File: config.mk
export PLATFORM = sky130hd
export DESIGN_NAME = ternary_weight_store
export DESIGN_NICKNAME = d
export VERILOG_FILES = /design/src/rtl/tt_ternary_pkg.sv /design/src/rtl/ternary_row_assembler.sv /design/src/rtl/ternary_weight_store.sv
export SDC_FILE = /design/constraint.sdc
export NUM_CORES = 1
export LEC_CHECK = 0
export ABC_AREA = 1
export CORE_MARGIN = 2
export CORE_UTILIZATION = 27
export CTS_BUF_LIST = sky130_fd_sc_hd__clkbuf_8
export DETAILED_ROUTE_END_ITERATION = 6
export PLACE_DENSITY = 0.52
export SYNTH_ARGS = -nofsm -noshare
export SYNTH_HDL_FRONTEND = slang
export SYNTH_HIERARCHICAL = 1
export SYNTH_SLANG_ARGS = --single-unit
export TNS_END_PERCENT = 10
File: constraint.sdc
create_clock -name clk_i -period 3.26 [get_ports clk_i]
set_input_delay 0.326 -clock clk_i [delete_from_list [all_inputs] [get_ports clk_i]]
set_output_delay 0.326 -clock clk_i [all_outputs]
set_load 0.01 [all_outputs]
File: src/rtl/tt_ternary_pkg.sv
// Shared types and constants for the ternary weight store.
package tt_ternary_pkg;

    // Controller states: idle, accepting weight beats, streaming rows
    typedef enum logic [1:0] {
        ST_IDLE = 2'b00,
        ST_LOAD = 2'b01,
        ST_RUN  = 2'b10
    } state_e;

    // Two-bit ternary weight codes; weights are kept exactly as loaded
    localparam logic [1:0] W_ZERO = 2'b00;
    localparam logic [1:0] W_POS  = 2'b01;
    localparam logic [1:0] W_NEG  = 2'b11;
    localparam logic [1:0] W_RSVD = 2'b10;

    // Default geometry: 7 rows of 14 two-bit weights, loaded over a 14-bit bus
    localparam int DEF_IN_LEN  = 14;
    localparam int DEF_OUT_LEN = 7;
    localparam int DEF_WIDTH   = 2;
    localparam int DEF_BUS_W   = 14;

endpackage

File: src/rtl/ternary_row_assembler.sv
// Collects BUS_W-wide chunks into one full row and flags reserved weight codes.
module ternary_row_assembler
    import tt_ternary_pkg::*;
#(
    parameter int WIDTH      = DEF_WIDTH,
    parameter int BUS_W      = DEF_BUS_W,
    parameter int ROW_W      = DEF_WIDTH * DEF_IN_LEN,
    parameter int CHUNKS     = ROW_W / BUS_W,
    parameter int CHUNK_BITS = (CHUNKS > 1) ? $clog2(CHUNKS) : 1
) (
    input  logic             clk_i,
    input  logic             rst_i,
    input  logic             clear_i,
    input  logic             accept_i,
    input  logic [BUS_W-1:0] data_i,
    output logic [ROW_W-1:0] row_data_o,
    output logic             row_commit_o,
    output logic             rsvd_o
);

    logic [CHUNK_BITS-1:0] chunk_q, chunk_d;
    logic [ROW_W-1:0]      asm_q, asm_d;
    logic                  last_chunk_s;

    assign last_chunk_s = (chunk_q == CHUNK_BITS'(CHUNKS - 1));
    assign row_commit_o = accept_i & last_chunk_s;

    // Row view with the current beat already merged, so the final chunk commits in the same cycle
    always_comb begin
        row_data_o = asm_q;
        for (int k = 0; k < CHUNKS; k++) begin
            if (int'(chunk_q) == k) begin
                row_data_o[k*BUS_W +: BUS_W] = data_i;
            end else begin
                row_data_o[k*BUS_W +: BUS_W] = asm_q[k*BUS_W +: BUS_W];
            end
        end
    end

    // Reserved-code scan over every weight field of an accepted beat
    always_comb begin
        rsvd_o = 1'b0;
        for (int f = 0; f < BUS_W / WIDTH; f++) begin
            rsvd_o = rsvd_o | (data_i[f*WIDTH +: WIDTH] == W_RSVD);
        end
        rsvd_o = rsvd_o & accept_i;
    end

    // Chunk counter and assembly register next state; a restart zeroes the counter
    always_comb begin
        chunk_d = chunk_q;
        asm_d   = asm_q;
        if (clear_i) begin
            chunk_d = '0;
        end else if (accept_i) begin
            asm_d   = row_data_o;
            chunk_d = last_chunk_s ? '0 : chunk_q + CHUNK_BITS'(1);
        end else begin
            chunk_d = chunk_q;
        end
    end

    // Assembler state registers
    always_ff @(posedge clk_i) begin
        if (rst_i) begin
            chunk_q <= '0;
            asm_q   <= '0;
        end else begin
            chunk_q <= chunk_d;
            asm_q   <= asm_d;
        end
    end

endmodule

File: src/rtl/ternary_weight_store.sv
// Ternary weight store: chunked weight load into row storage, then cyclic row streaming.
module ternary_weight_store
    import tt_ternary_pkg::*;
#(
    parameter int  IN_LEN     = DEF_IN_LEN,
    parameter int  OUT_LEN    = DEF_OUT_LEN,
    parameter int  WIDTH      = DEF_WIDTH,
    parameter int  BUS_W      = DEF_BUS_W,
    localparam int ROW_W      = WIDTH * IN_LEN,
    localparam int CHUNKS     = ROW_W / BUS_W,
    localparam int OUT_BITS   = (OUT_LEN > 1) ? $clog2(OUT_LEN) : 1,
    localparam int CHUNK_BITS = (CHUNKS > 1) ? $clog2(CHUNKS) : 1
) (
    input  logic                clk_i,
    input  logic                rst_i,
    input  logic                load_start_i,
    input  logic                in_valid_i,
    input  logic [BUS_W-1:0]    in_data_i,
    output logic                in_ready_o,
    input  logic                run_en_i,
    output logic [ROW_W-1:0]    row_out_o,
    output logic [OUT_BITS-1:0] row_idx_o,
    output logic                row_valid_o,
    output logic                load_done_o,
    output logic                loaded_o,
    output logic                err_code_o
);

    if ((ROW_W % BUS_W) != 0 || WIDTH != 2) begin : g_bad_cfg
        $error("ternary_weight_store: ROW_W must be a multiple of BUS_W and WIDTH must be 2");
    end

    state_e                state_q, state_d;
    logic [OUT_BITS-1:0]   row_cnt_q, row_cnt_d;
    logic [OUT_BITS-1:0]   ptr_q, ptr_d;
    logic [ROW_W-1:0]      row_out_q, row_out_d;
    logic [OUT_BITS-1:0]   row_idx_q, row_idx_d;
    logic                  row_valid_q, row_valid_d;
    logic                  load_done_q, load_done_d;
    logic                  loaded_q, loaded_d;
    logic                  err_q, err_d;
    logic [ROW_W-1:0]      mem [OUT_LEN];

    logic                  in_ready_s, accept_s, stream_s;
    logic                  commit_s, rsvd_s, last_row_s, load_cmplt_s;
    logic [ROW_W-1:0]      row_data_s;

    ternary_row_assembler #(
        .WIDTH      (WIDTH),
        .BUS_W      (BUS_W),
        .ROW_W      (ROW_W),
        .CHUNKS     (CHUNKS),
        .CHUNK_BITS (CHUNK_BITS)
    ) u_asm (
        .clk_i        (clk_i),
        .rst_i        (rst_i),
        .clear_i      (load_start_i),
        .accept_i     (accept_s),
        .data_i       (in_data_i),
        .row_data_o   (row_data_s),
        .row_commit_o (commit_s),
        .rsvd_o       (rsvd_s)
    );

    assign last_row_s   = (row_cnt_q == OUT_BITS'(OUT_LEN - 1));
    assign load_cmplt_s = commit_s & last_row_s;

    // FSM state register
    always_ff @(posedge clk_i) begin
        if (rst_i) begin
            state_q <= ST_IDLE;
        end else begin
            state_q <= state_d;
        end
    end

    // FSM next state; load_start wins over everything else
    always_comb begin
        state_d = state_q;
        if (load_start_i) begin
            state_d = ST_LOAD;
        end else begin
            case (state_q)
                ST_IDLE: if (run_en_i && loaded_q) state_d = ST_RUN;  else state_d = ST_IDLE;
                ST_LOAD: if (load_cmplt_s)         state_d = ST_IDLE; else state_d = ST_LOAD;
                ST_RUN:  if (!run_en_i)            state_d = ST_IDLE; else state_d = ST_RUN;
                default: state_d = ST_IDLE;
            endcase
        end
    end

    // FSM output decode; streaming happens whenever the next state is RUN so the first row lands one cycle after run_en
    always_comb begin
        in_ready_s = (state_q == ST_LOAD);
        accept_s   = in_valid_i & in_ready_s & ~load_start_i;
        stream_s   = (state_d == ST_RUN);
    end

    // Datapath next state: row counter, read pointer, streamed row and status flags
    always_comb begin
        row_cnt_d   = row_cnt_q;
        ptr_d       = ptr_q;
        row_out_d   = row_out_q;
        row_idx_d   = row_idx_q;
        row_valid_d = 1'b0;
        load_done_d = 1'b0;
        loaded_d    = loaded_q;
        err_d       = err_q;
        if (load_start_i) begin
            row_cnt_d = '0;
            ptr_d     = '0;
            loaded_d  = 1'b0;
            err_d     = 1'b0;
        end else begin
            if (commit_s) begin
                row_cnt_d = last_row_s ? '0 : row_cnt_q + OUT_BITS'(1);
            end else begin
                row_cnt_d = row_cnt_q;
            end
            if (load_cmplt_s) begin
                load_done_d = 1'b1;
                loaded_d    = 1'b1;
                ptr_d       = '0;
            end else begin
                load_done_d = 1'b0;
            end
            if (rsvd_s) begin
                err_d = 1'b1;
            end else begin
                err_d = err_q;
            end
            if (stream_s) begin
                row_out_d   = mem[ptr_q];
                row_idx_d   = ptr_q;
                row_valid_d = 1'b1;
                ptr_d       = (ptr_q == OUT_BITS'(OUT_LEN - 1)) ? '0 : ptr_q + OUT_BITS'(1);
            end else begin
                row_valid_d = 1'b0;
            end
        end
    end

    // Datapath registers
    always_ff @(posedge clk_i) begin
        if (rst_i) begin
            row_cnt_q   <= '0;
            ptr_q       <= '0;
            row_out_q   <= '0;
            row_idx_q   <= '0;
            row_valid_q <= 1'b0;
            load_done_q <= 1'b0;
            loaded_q    <= 1'b0;
            err_q       <= 1'b0;
        end else begin
            row_cnt_q   <= row_cnt_d;
            ptr_q       <= ptr_d;
            row_out_q   <= row_out_d;
            row_idx_q   <= row_idx_d;
            row_valid_q <= row_valid_d;
            load_done_q <= load_done_d;
            loaded_q    <= loaded_d;
            err_q       <= err_d;
        end
    end

    // Weight storage: written only on a row commit, never cleared; a reset cycle blocks the write
    always_ff @(posedge clk_i) begin
        if (commit_s && !rst_i) begin
            mem[row_cnt_q] <= row_data_s;
        end
    end

    assign in_ready_o  = in_ready_s;
    assign row_out_o   = row_out_q;
    assign row_idx_o   = row_idx_q;
    assign row_valid_o = row_valid_q;
    assign load_done_o = load_done_q;
    assign loaded_o    = loaded_q;
    assign err_code_o  = err_q;

endmodule

==> out/metrics.csv <==
metric,value,unit
number of placed instances with taps included,1696,
post-cts sizing count,0,
critical path depth in cells,9,
total via count after detailed routing,7637,
capture point of the worst reg-to-reg path,mem[6][20]$_DFFE_PP_,
Core Area,0.0411,sq mm
Worst-Margin Slew,0.943,ns
final routed DRC violation total,0,
net switching power of the design,1.44,mW
number of nets in the synthesized netlist,1169,
timing startpoint of the critical path,state_q[0]$_SDFF_PP0_,
type of destination of the critical path,flop,
Top Family by Delay on Critical Path,simple AND/OR/NAND/NOR gates,
count of pins over their slew limit,0,
Crit Path Class,reg -> reg,
detail-routed net length per standard cell,14.8,um
Num Clock Sinks,268,
combinational fraction of design power,2.4,%
average footprint of a synthesized cell,9.82,sq um
total clock buffers created by CTS,46,
proportion of layout cells with a drive suffix above 1,9.05,%
Starting DRT DRC Count,552,
GRT Overall Usage,12.1,%
total setup buffers inserted after CTS,0,
highest clock frequency the design can meet,431,MHz
maximum number of pins on one net before global-route repair,86,
unrepaired setup endpoints after global routing,no,
capturing instance or port of the critical path,mem[6][20]$_DFFE_PP_,
Leak,5.31,nW
Peak VDD IR,0.240,mV
netlist area before placement,0.0113,sq mm
post-route worst setup slack,0.940,ns
floorplan die width,209,um
Gate Count Post-Synth,1150,
setup violators final,0,
H-tree levels,2,
Worst Path Buf+Inv,3,
Final Skew,0.0197,ns
clock tree from TritonCTS,done,
final estimated routing congestion in global placement,0.719,
path type of the worst min-delay path,reg -> reg,
first-pass iteration count of the detailed router,5,
standard cell with the maximum stage delay on the critical path,sky130_fd_sc_hd__buf_4,
maximum fanout along the worst path,28,
worst reg2reg setup slack,0.94,ns
number of violations of the max-capacitance limit,0,
clock slew seen by the registers of the worst setup and hold paths,0.06,ns
CTS root buffer,sky130_fd_sc_hd__clkbuf_8,
via count of the first global-routing pass,7341,
Post-DP HPWL,16200,um
Cell Int Power,5.17,mW
post-route setup TNS,0,ns
crit path cell chain,inv_1 > nor2_1 > nand2_1 > nor2_1 > nand2_1 > inv_1 > nand4_1 > nor2_2 > buf_4,
worst skew pair latency,0.56,ns
ratio of routed vias to standard cells,4.29,
crit start category,flop,
ANT cells,0,
layout overhead on the synthesized area,16.1,%
placement-stage worst setup slack,0.581,ns
count of cell types in the netlist,32,
sequential share of power,55.5,%
final wirelength,26300,um
I/O Buffers,54,
Yosys Warn Count,6,
die footprint,0.0435,sq mm
result of the run,"complete, no violations",
total number of nets in the final design,1231,
fraction of power spent switching nets,21.7,%
final worst hold slack,0.473,ns
delay contributed by the slowest stage of the critical path,0.41,ns
boundary pin count,55,
Max clock buf depth,3,
number of cells in the finished layout apart from fillers,1780,
R2R depth,9,
number of antenna violations at the first check in global routing,0,
filler cell count,4339,
total placed instance area,0.0123,sq mm
die height,209,um
global-route wire length before repair,41400,um
initial core utilization,27.5,%
number of hold violations in the final report,0,
Worst slew margin,37.1,%
power density over the cells,504,mW/mm^2
Critical R2R Launch,state_q[0]$_SDFF_PP0_,
ANT nets after route,0,
shortest clock period the worst path allows after layout,2.32,ns
remaining global-route overflow,0,
part of the cycle the worst path needs,71.2,%
clock network power share,42.1,%
required time reported for the critical path endpoint,3.45,ns
Finished Cell Area,0.0131,sq mm
Arrival @ worst endpoint,2.51,ns
sequential share of the synthesized area,64.9,%
Placement Rows,74,
synthesis-stage register bit count,268,
post-cts hold buffer count,0,
[area by class of cell]
type | count | area (sq um) | area share [%]
flip-flops and latches | 268 | 7330 | 55.9
clock inverters | 35 | 165 | 1.26
well taps | 532 | 666 | 5.07
inverters | 149 | 562 | 4.28
multi-input cells | 675 | 3030 | 23.1
repair buffers | 72 | 688 | 5.25
clock buffers | 49 | 674 | 5.14
[layer usage]
layer	GRT usage, %	vias to the layer above	wire, um
met2	18.9	160	11700
li1	-	3847	-
met3	2.38	53	1190
met4	4.26	0	655
met1	16.6	3577	12700
met5	0	-	0
[cell usage in the layout (no fill, tap or decap), types with 12 or more instances in the layout]
cell type	count
sky130_fd_sc_hd__nand2_1	360
sky130_fd_sc_hd__edfxtp_1	196
sky130_fd_sc_hd__inv_1	168
sky130_fd_sc_hd__nand3_1	93
sky130_fd_sc_hd__a21oi_1	73
sky130_fd_sc_hd__dfxtp_1	71
sky130_fd_sc_hd__nor2_1	57
sky130_fd_sc_hd__clkdlybuf4s50_1	54
sky130_fd_sc_hd__clkbuf_8	49
sky130_fd_sc_hd__o21ai_0	20
sky130_fd_sc_hd__buf_4	17
sky130_fd_sc_hd__and2_1	14
sky130_fd_sc_hd__a21oi_2	12
[stage by stage]
step	total power [mW]	util, %
after floorplan	3.83	-
after global placement	3.90	29.9
after detailed placement	3.90	29.9
after CTS	6.70	31.9
after global routing	6.85	31.9
final	6.61	31.9
[worst register-to-register path: stages (launching register included)]
cell and delay [ns]:
sky130_fd_sc_hd__dfxtp_1 0.30, sky130_fd_sc_hd__inv_1 0.06, sky130_fd_sc_hd__nor2_1 0.18, sky130_fd_sc_hd__nand2_1 0.07, sky130_fd_sc_hd__nor2_1 0.18, sky130_fd_sc_hd__nand2_1 0.08
sky130_fd_sc_hd__inv_1 0.18, sky130_fd_sc_hd__nand4_1 0.32, sky130_fd_sc_hd__nor2_2 0.16, sky130_fd_sc_hd__buf_4 0.41
[worst min-delay path by stage]
stage / start / endpoint / slack (ns) / depth (start not counted)
2_1_floorplan: load_start_i / u_asm/chunk_q$_SDFFE_PP0P_ / 0.40 / 1
3_3_place_gp: row_idx_o[1]$_SDFFE_PP0P_ / row_idx_o[1]$_SDFFE_PP0P_ / 0.47 / 2
3_5_place_dp: row_idx_o[1]$_SDFFE_PP0P_ / row_idx_o[1]$_SDFFE_PP0P_ / 0.47 / 2
4_1_cts: row_idx_o[1]$_SDFFE_PP0P_ / row_idx_o[1]$_SDFFE_PP0P_ / 0.48 / 2
5_1_grt: row_idx_o[0]$_SDFFE_PP0P_ / row_idx_o[0]$_SDFFE_PP0P_ / 0.50 / 2
6_report: row_idx_o[1]$_SDFFE_PP0P_ / row_idx_o[1]$_SDFFE_PP0P_ / 0.47 / 2
[flip-flops by register name, indices dropped and copies added, names as in the netlist, 2 cells and up]
name         flops
state_q          2
u_asm/asm_q     28
mem            196
ptr_q            3
row_out_o       28
row_idx_o        3
row_cnt_q        3
[power groups by stage]
stage | registers, mW | logic, mW | clock network [mW]
finish | 3.67 | 0.159 | 2.78
global placement | 3.74 | 0.159 | 0
CTS | 3.66 | 0.161 | 2.88
detailed placement | 3.74 | 0.161 | 0
global route | 3.66 | 0.175 | 3.01
floorplan | 3.74 | 0.0900 | 0
[cells by family (layout without fill, tap and decap cells)]
logic type,after synthesis,after routing,share of synthesized area [%]
AO/OA/AOI/OAI,126,126,6.21
buffers and inverters,207,305,8.54
flip-flops,268,268,64.9
AND/OR/NAND/NOR,549,549,20.4
[synthesized netlist by cell type]
cell | instances | area, sq um
sky130_fd_sc_hd__nand2_1 | 360 | 1350
sky130_fd_sc_hd__edfxtp_1 | 196 | 5890
sky130_fd_sc_hd__inv_1 | 141 | 529
sky130_fd_sc_hd__nand3_1 | 93 | 465
sky130_fd_sc_hd__a21oi_1 | 73 | 365
sky130_fd_sc_hd__dfxtp_1 | 72 | 1440
sky130_fd_sc_hd__nor2_1 | 60 | 225
sky130_fd_sc_hd__o21ai_0 | 20 | 100
sky130_fd_sc_hd__buf_2 | 19 | 95.1
sky130_fd_sc_hd__clkbuf_1 | 15 | 56.3
sky130_fd_sc_hd__and2_1 | 14 | 87.6
sky130_fd_sc_hd__a21oi_2 | 12 | 105
sky130_fd_sc_hd__buf_4 | 11 | 82.6
sky130_fd_sc_hd__o21ai_1 | 11 | 55.1
sky130_fd_sc_hd__buf_6 | 8 | 90.1
sky130_fd_sc_hd__and2_4 | 7 | 61.3
sky130_fd_sc_hd__o21a_1 | 7 | 52.6
sky130_fd_sc_hd__inv_2 | 6 | 22.5
sky130_fd_sc_hd__nor3_1 | 5 | 25.0
sky130_fd_sc_hd__buf_8 | 3 | 45.0
sky130_fd_sc_hd__or2_1 | 3 | 18.8
sky130_fd_sc_hd__nor2_4 | 2 | 22.5
sky130_fd_sc_hd__o21ai_2 | 2 | 17.5
sky130_fd_sc_hd__or2_2 | 2 | 12.5
sky130_fd_sc_hd__a31oi_1 | 1 | 6.26
sky130_fd_sc_hd__buf_12 | 1 | 20.0
sky130_fd_sc_hd__clkbuf_8 | 1 | 13.8
sky130_fd_sc_hd__clkinv_1 | 1 | 3.75
sky130_fd_sc_hd__inv_4 | 1 | 6.26
sky130_fd_sc_hd__nand4_1 | 1 | 6.26
sky130_fd_sc_hd__nand4_4 | 1 | 21.3
sky130_fd_sc_hd__or2_0 | 1 | 6.26
No activity file was read; power rests on OpenSTA's default activity.
==> RTL edit 1: new RTL, same flow settings <==
The package constant `DEF_OUT_LEN` goes from 7 to 6.
--- a/src/rtl/tt_ternary_pkg.sv
+++ b/src/rtl/tt_ternary_pkg.sv
@@ -17,5 +17,5 @@
     // Default geometry: 7 rows of 14 two-bit weights, loaded over a 14-bit bus
     localparam int DEF_IN_LEN  = 14;
-    localparam int DEF_OUT_LEN = 7;
+    localparam int DEF_OUT_LEN = 6;
     localparam int DEF_WIDTH   = 2;
     localparam int DEF_BUS_W   = 14;
Formal check against the unedited RTL: same outputs for any inputs over 10 cycles, from zero or initial values and one cycle with rst_i high; that may be too few to reach the edited logic, so the function may still have changed.
==> RTL edit 1 against the unedited design <==
Worst setup slack got worse by 130 ps. Sequential cell count is 28 lower. Clock power up 2%. Total power is 5.3% lower. Routed wire length down 5.5%. Cell area fell by 9.8%. Clock skew rose by 0.76 ps. Area after synthesis decreased by 12%. Global-route usage is 0.94 points higher. Sequential share of layout area down 1.1 points.
==> RTL edit 1: results (changes against the unedited design) <==
Final layout
  – Non-clock buffer count: 78 (+8.3%)
  – Final non-filler cell total: 1569 (-12%)
  – Number of nets at the end of the flow: 1088 (-12%)
  – #MultiIn Comb: 602 (-11%)
  – Number of flip-flops in the largest register: 168 (-14%)
  – Area of the multi-input gates: 2780 um2 (-8.5%)
  – Storage element area: 6490 um2 (-11%)
  – Fillers: 3710 (-14%)
  – Number of ordinary inverters in the final layout: 105 (-30%)
  – Share of final layout cell area taken by clock buffers and inverters: 0.0726 (+0.00862)
  – Share of post-route cells with drive strength above 1: 0.120 (+0.0293)
  – Signal buffers share of area: 0.0620 (+0.00949)
  – Clk_buf instances: 45 (-8.2%)
  – Sequential share of cell area: 0.548 (-0.0106)

Synth
  – Synth Area per Inst: 9.98 um2 (+1.6%)
  – Share of synthesized area occupied by flip-flops and latches: 0.651 (+0.00219)
  – Number of flops mapped to enable cells by yosys: 168 (-14%)
  – Total of flip-flops plus latches after synthesis: 240 (-10%)
  – Unique masters post-synth: 33 (+3.1%)
  – Top cells by area in the synthesized netlist: sky130_fd_sc_hd__edfxtp_1, sky130_fd_sc_hd__dfxtp_1, sky130_fd_sc_hd__nand2_1
  – Most frequent cells after synthesis: sky130_fd_sc_hd__nand2_1, sky130_fd_sc_hd__edfxtp_1, sky130_fd_sc_hd__inv_1, sky130_fd_sc_hd__nor2_1, sky130_fd_sc_hd__dfxtp_1

Detailed routing
  – Initial detailed-routing violation count: 440 (-20%)
  – Wire length the detailed router placed on met1: 11800 um (-6.8%)
  – Wire length on met2: 11000 um (-6.0%)
  – Via total after detailed routing: 6914 (-9.5%)
  – Routed length per instance: 15.8 um (+7.2%)
  – Routed wl met3: 1470 um (+24%)

Place
  – DP Area: 11000 um2 (-11%)
  – Pre-CTS worst setup slack: 697 ps (+116 ps)
  – Placed Instances: 1493 (-12%)

Worst setup path
  – Arrival time at the worst endpoint: 2680 ps (+170 ps)
  – Master of the slowest instance on the critical path: sky130_fd_sc_hd__dfxtp_1
  – Number of cells traversed by the worst register-to-register path: 11 (+2)
  – RR Endpoint: mem[5][8]$_DFFE_PP_
  – Max incr delay on CP: 330 ps (-80 ps)
  – Critical path peak fanout: 26 (-7.1%)

Pwr
  – Largest voltage drop on the vdd net: 217 uV (-9.9%)
  – LEAKAGE: 4.68 nW (-12%)

Hold path
  – Worst Hold Path EP: row_idx_o[0]$_SDFFE_PP0P_

Global routing
  – Vias in the first global route: 6705 (-8.7%)
  – GRT Util Overall: 0.130 (+0.00941)
  – Met3 demand-to-capacity share in global routing: 0.0249 (+0.00108)
  – Global-route wire length before repair: 38800 um (-6.4%)
  – Global-route track usage on met1: 0.181 (+0.0155)
  – Maximum number of pins on one net before global-route repair: 73 (-15%)
  – Grt met2 use: 0.205 (+0.0157)

STA
  – Max Freq: 409 MHz (-5.1%)
  – Worst hold margin: 480 ps (+6.49 ps)
  – Relative slew margins: 0.416 (+0.0448)

Outcome
  – Status: completed

Clock tree
  – Cts bufs inserted: 42 (-8.7%)
RTL edit 1: changes by cell type after synthesis, moves of 14 or more:
cell                       delta
sky130_fd_sc_hd__or2_2       +14
sky130_fd_sc_hd__edfxtp_1    -28
sky130_fd_sc_hd__nand3_1     -53
sky130_fd_sc_hd__nor2_1      +26
sky130_fd_sc_hd__o21ai_0     +29
sky130_fd_sc_hd__nand2_1     -88
sky130_fd_sc_hd__inv_1       -40
RTL edit 1: critical path: cells and delay by family (launching register included):
family / cells / cell delay [ps]
buffers and inverters: 4 / 530
DFF: 1 / 330
and+or+nand+nor: 7 / 1250
RTL edit 1: cells by family after synthesis:
logic type	share of synthesized area
compound gates	0.0904
buf+inv	0.0728
flops	0.651
simple gates	0.186
RTL edit 1: report_power, final:
group	leakage, nW	switching, mW	total [mW]	internal, mW
combinational	2.11	0.108	0.163	0.0552
sequential	2.11	0.00500	3.27	3.26
clock	0.464	1.23	2.83	1.60
total	4.68	1.34	6.26	4.92
==> RTL edit 2: new RTL, same flow settings <==
Without the edit above. Encoding of `state_e`: now one-hot (3 bits for 3 states).
--- a/src/rtl/tt_ternary_pkg.sv
+++ b/src/rtl/tt_ternary_pkg.sv
@@ -3,8 +3,8 @@
 
     // Controller states: idle, accepting weight beats, streaming rows
-    typedef enum logic [1:0] {
-        ST_IDLE = 2'b00,
-        ST_LOAD = 2'b01,
-        ST_RUN  = 2'b10
+    typedef enum logic [2:0] {
+        ST_IDLE = 3'b001,
+        ST_LOAD = 3'b010,
+        ST_RUN  = 3'b100
     } state_e;
 
Formal check against the unedited RTL: same outputs for any inputs over 10 cycles, from zero or initial values and one cycle with rst_i high; not proved beyond that.
==> RTL edit 2 against the unedited design <==
Worst setup slack worse by 85 ps. Cell area up 2.3%. Sequential cell count up 1. Routed wire length up 7.0%. Via count up 4.3%. Total power up 0.64%. Area after synthesis up 2.1%. Clock skew up 7.0 ps. Global-route usage up 0.75 points.
==> RTL edit 2: results (changes against the unedited design) <==
STA
  – Post-route clock skew: 26.8 ps (+7.02 ps)
  – Tightest Pin Transition: 971 ps (+28.2 ps)

Final layout
  – Fillers: 4342 (+0.069%)
  – Non-clock buffer count: 80 (+11%)
  – Inserted Diodes: 1 (+1)
  – Area of the multi-input gates: 3180 um2 (+5.0%)
  – Storage element area: 7350 um2 (+0.27%)
  – Sequential share of cell area: 0.548 (-0.0111)
  – Clk_buf instances: 50 (+2.0%)
  – Seq Cell Count: 269 (+0.37%)
  – Share of final layout cell area taken by clock buffers and inverters: 0.0621 (-0.00191)
  – Number of ordinary inverters in the final layout: 162 (+8.7%)
  – #MultiIn Comb: 709 (+5.0%)
  – Number of nets at the end of the flow: 1287 (+4.5%)
  – Signal buffers share of area: 0.0572 (+0.00478)

Global routing
  – GRT busiest layer: met1
  – Vias in the first global route: 7730 (+5.3%)
  – Grt met2 use: 0.187 (-0.00273)
  – Global-route track usage on met1: 0.189 (+0.0227)
  – Global-route wire length before repair: 43900 um (+5.9%)
  – Met3 demand-to-capacity share in global routing: 0.0305 (+0.00663)
  – Antenna violations before repair: 2 (+2)
  – Maximum number of pins on one net before global-route repair: 87 (+1.2%)
  – GRT Util Overall: 0.128 (+0.00746)

Detailed routing
  – Uppermost layer routed: met5
  – Routed wl met3: 1640 um (+38%)
  – Wire length on met2: 11600 um (-1.4%)
  – Via density per instance: 4.32 (+0.66%)
  – Initial detailed-routing violation count: 658 (+19%)
  – Detailed-route wire length: 28100 um (+7.0%)
  – Wire length the detailed router placed on met1: 14400 um (+13%)

Pwr
  – Flop+latch power: 3.67 mW (about the same)
  – Largest voltage drop on the vdd net: 228 uV (-5.0%)
  – LEAKAGE: 5.50 nW (+3.5%)
  – Switching part of the total: 0.225 (+0.00792)
  – Power consumed by the clock network: 2.77 mW (about the same)

Place
  – Pre-CTS worst setup slack: 641 ps (+60.6 ps)
  – Detail Placement HPWL: 17500 um (+8.4%)
  – DP Area: 12600 um2 (+2.5%)
  – Gp weighted congestion: 0.751 (+4.5%)
  – Placed Instances: 1759 (+3.7%)

Synth
  – Number of flops mapped to enable cells by yosys: 196 (unchanged)
  – Share of the synthesized area in compound gates (AO/OA/AOI/OAI): 0.0515 (-0.0106)
  – Unique masters post-synth: 30 (-6.3%)
  – Net count of the mapped netlist: 1222 (+4.5%)
  – Top cells by area in the synthesized netlist: sky130_fd_sc_hd__edfxtp_1, sky130_fd_sc_hd__nand2_1, sky130_fd_sc_hd__dfxtp_1
  – Most frequent cells after synthesis: sky130_fd_sc_hd__nand2_1, sky130_fd_sc_hd__edfxtp_1, sky130_fd_sc_hd__inv_1, sky130_fd_sc_hd__nand3_1, sky130_fd_sc_hd__dfxtp_1
  – Share of synthesized area occupied by flip-flops and latches: 0.637 (-0.0118)

Outcome
  – Status: completed

Clock tree
  – Root buffer cell: sky130_fd_sc_hd__clkbuf_8

Floorplanning
  – Initial Utilization: 0.274 (-0.000341)

Worst setup path
  – Max incr delay on CP: 400 ps
  – Critical path peak fanout: 25 (-11%)
==> RTL edit 2: worst paths after layout <==
path | start | to | slack, ps | cells after the start
worst max-delay path | state_q[0]$_SDFF_PP1_ | mem[4][27]$_DFFE_PP_ | 860 | 8
worst min register to register | row_idx_o[1]$_SDFFE_PP0P_ | row_idx_o[1]$_SDFFE_PP0P_ | 470 | 2
worst min-delay path | rst_i | row_out_o[26]$_SDFFE_PP0P_ | 420 | 4
worst max register to register | state_q[0]$_SDFF_PP1_ | mem[4][27]$_DFFE_PP_ | 860 | 8
==> RTL edit 2: worst register-to-register path, stage by stage (launching register included) <==
cell                      delay (ps)
sky130_fd_sc_hd__dfxtp_1         320
sky130_fd_sc_hd__nor3_1          310
sky130_fd_sc_hd__nand2_1         150
sky130_fd_sc_hd__nor2_1          230
sky130_fd_sc_hd__nand2_1          90
sky130_fd_sc_hd__inv_1           130
sky130_fd_sc_hd__nand2_1         200
sky130_fd_sc_hd__nor3_2          200
sky130_fd_sc_hd__buf_4           400
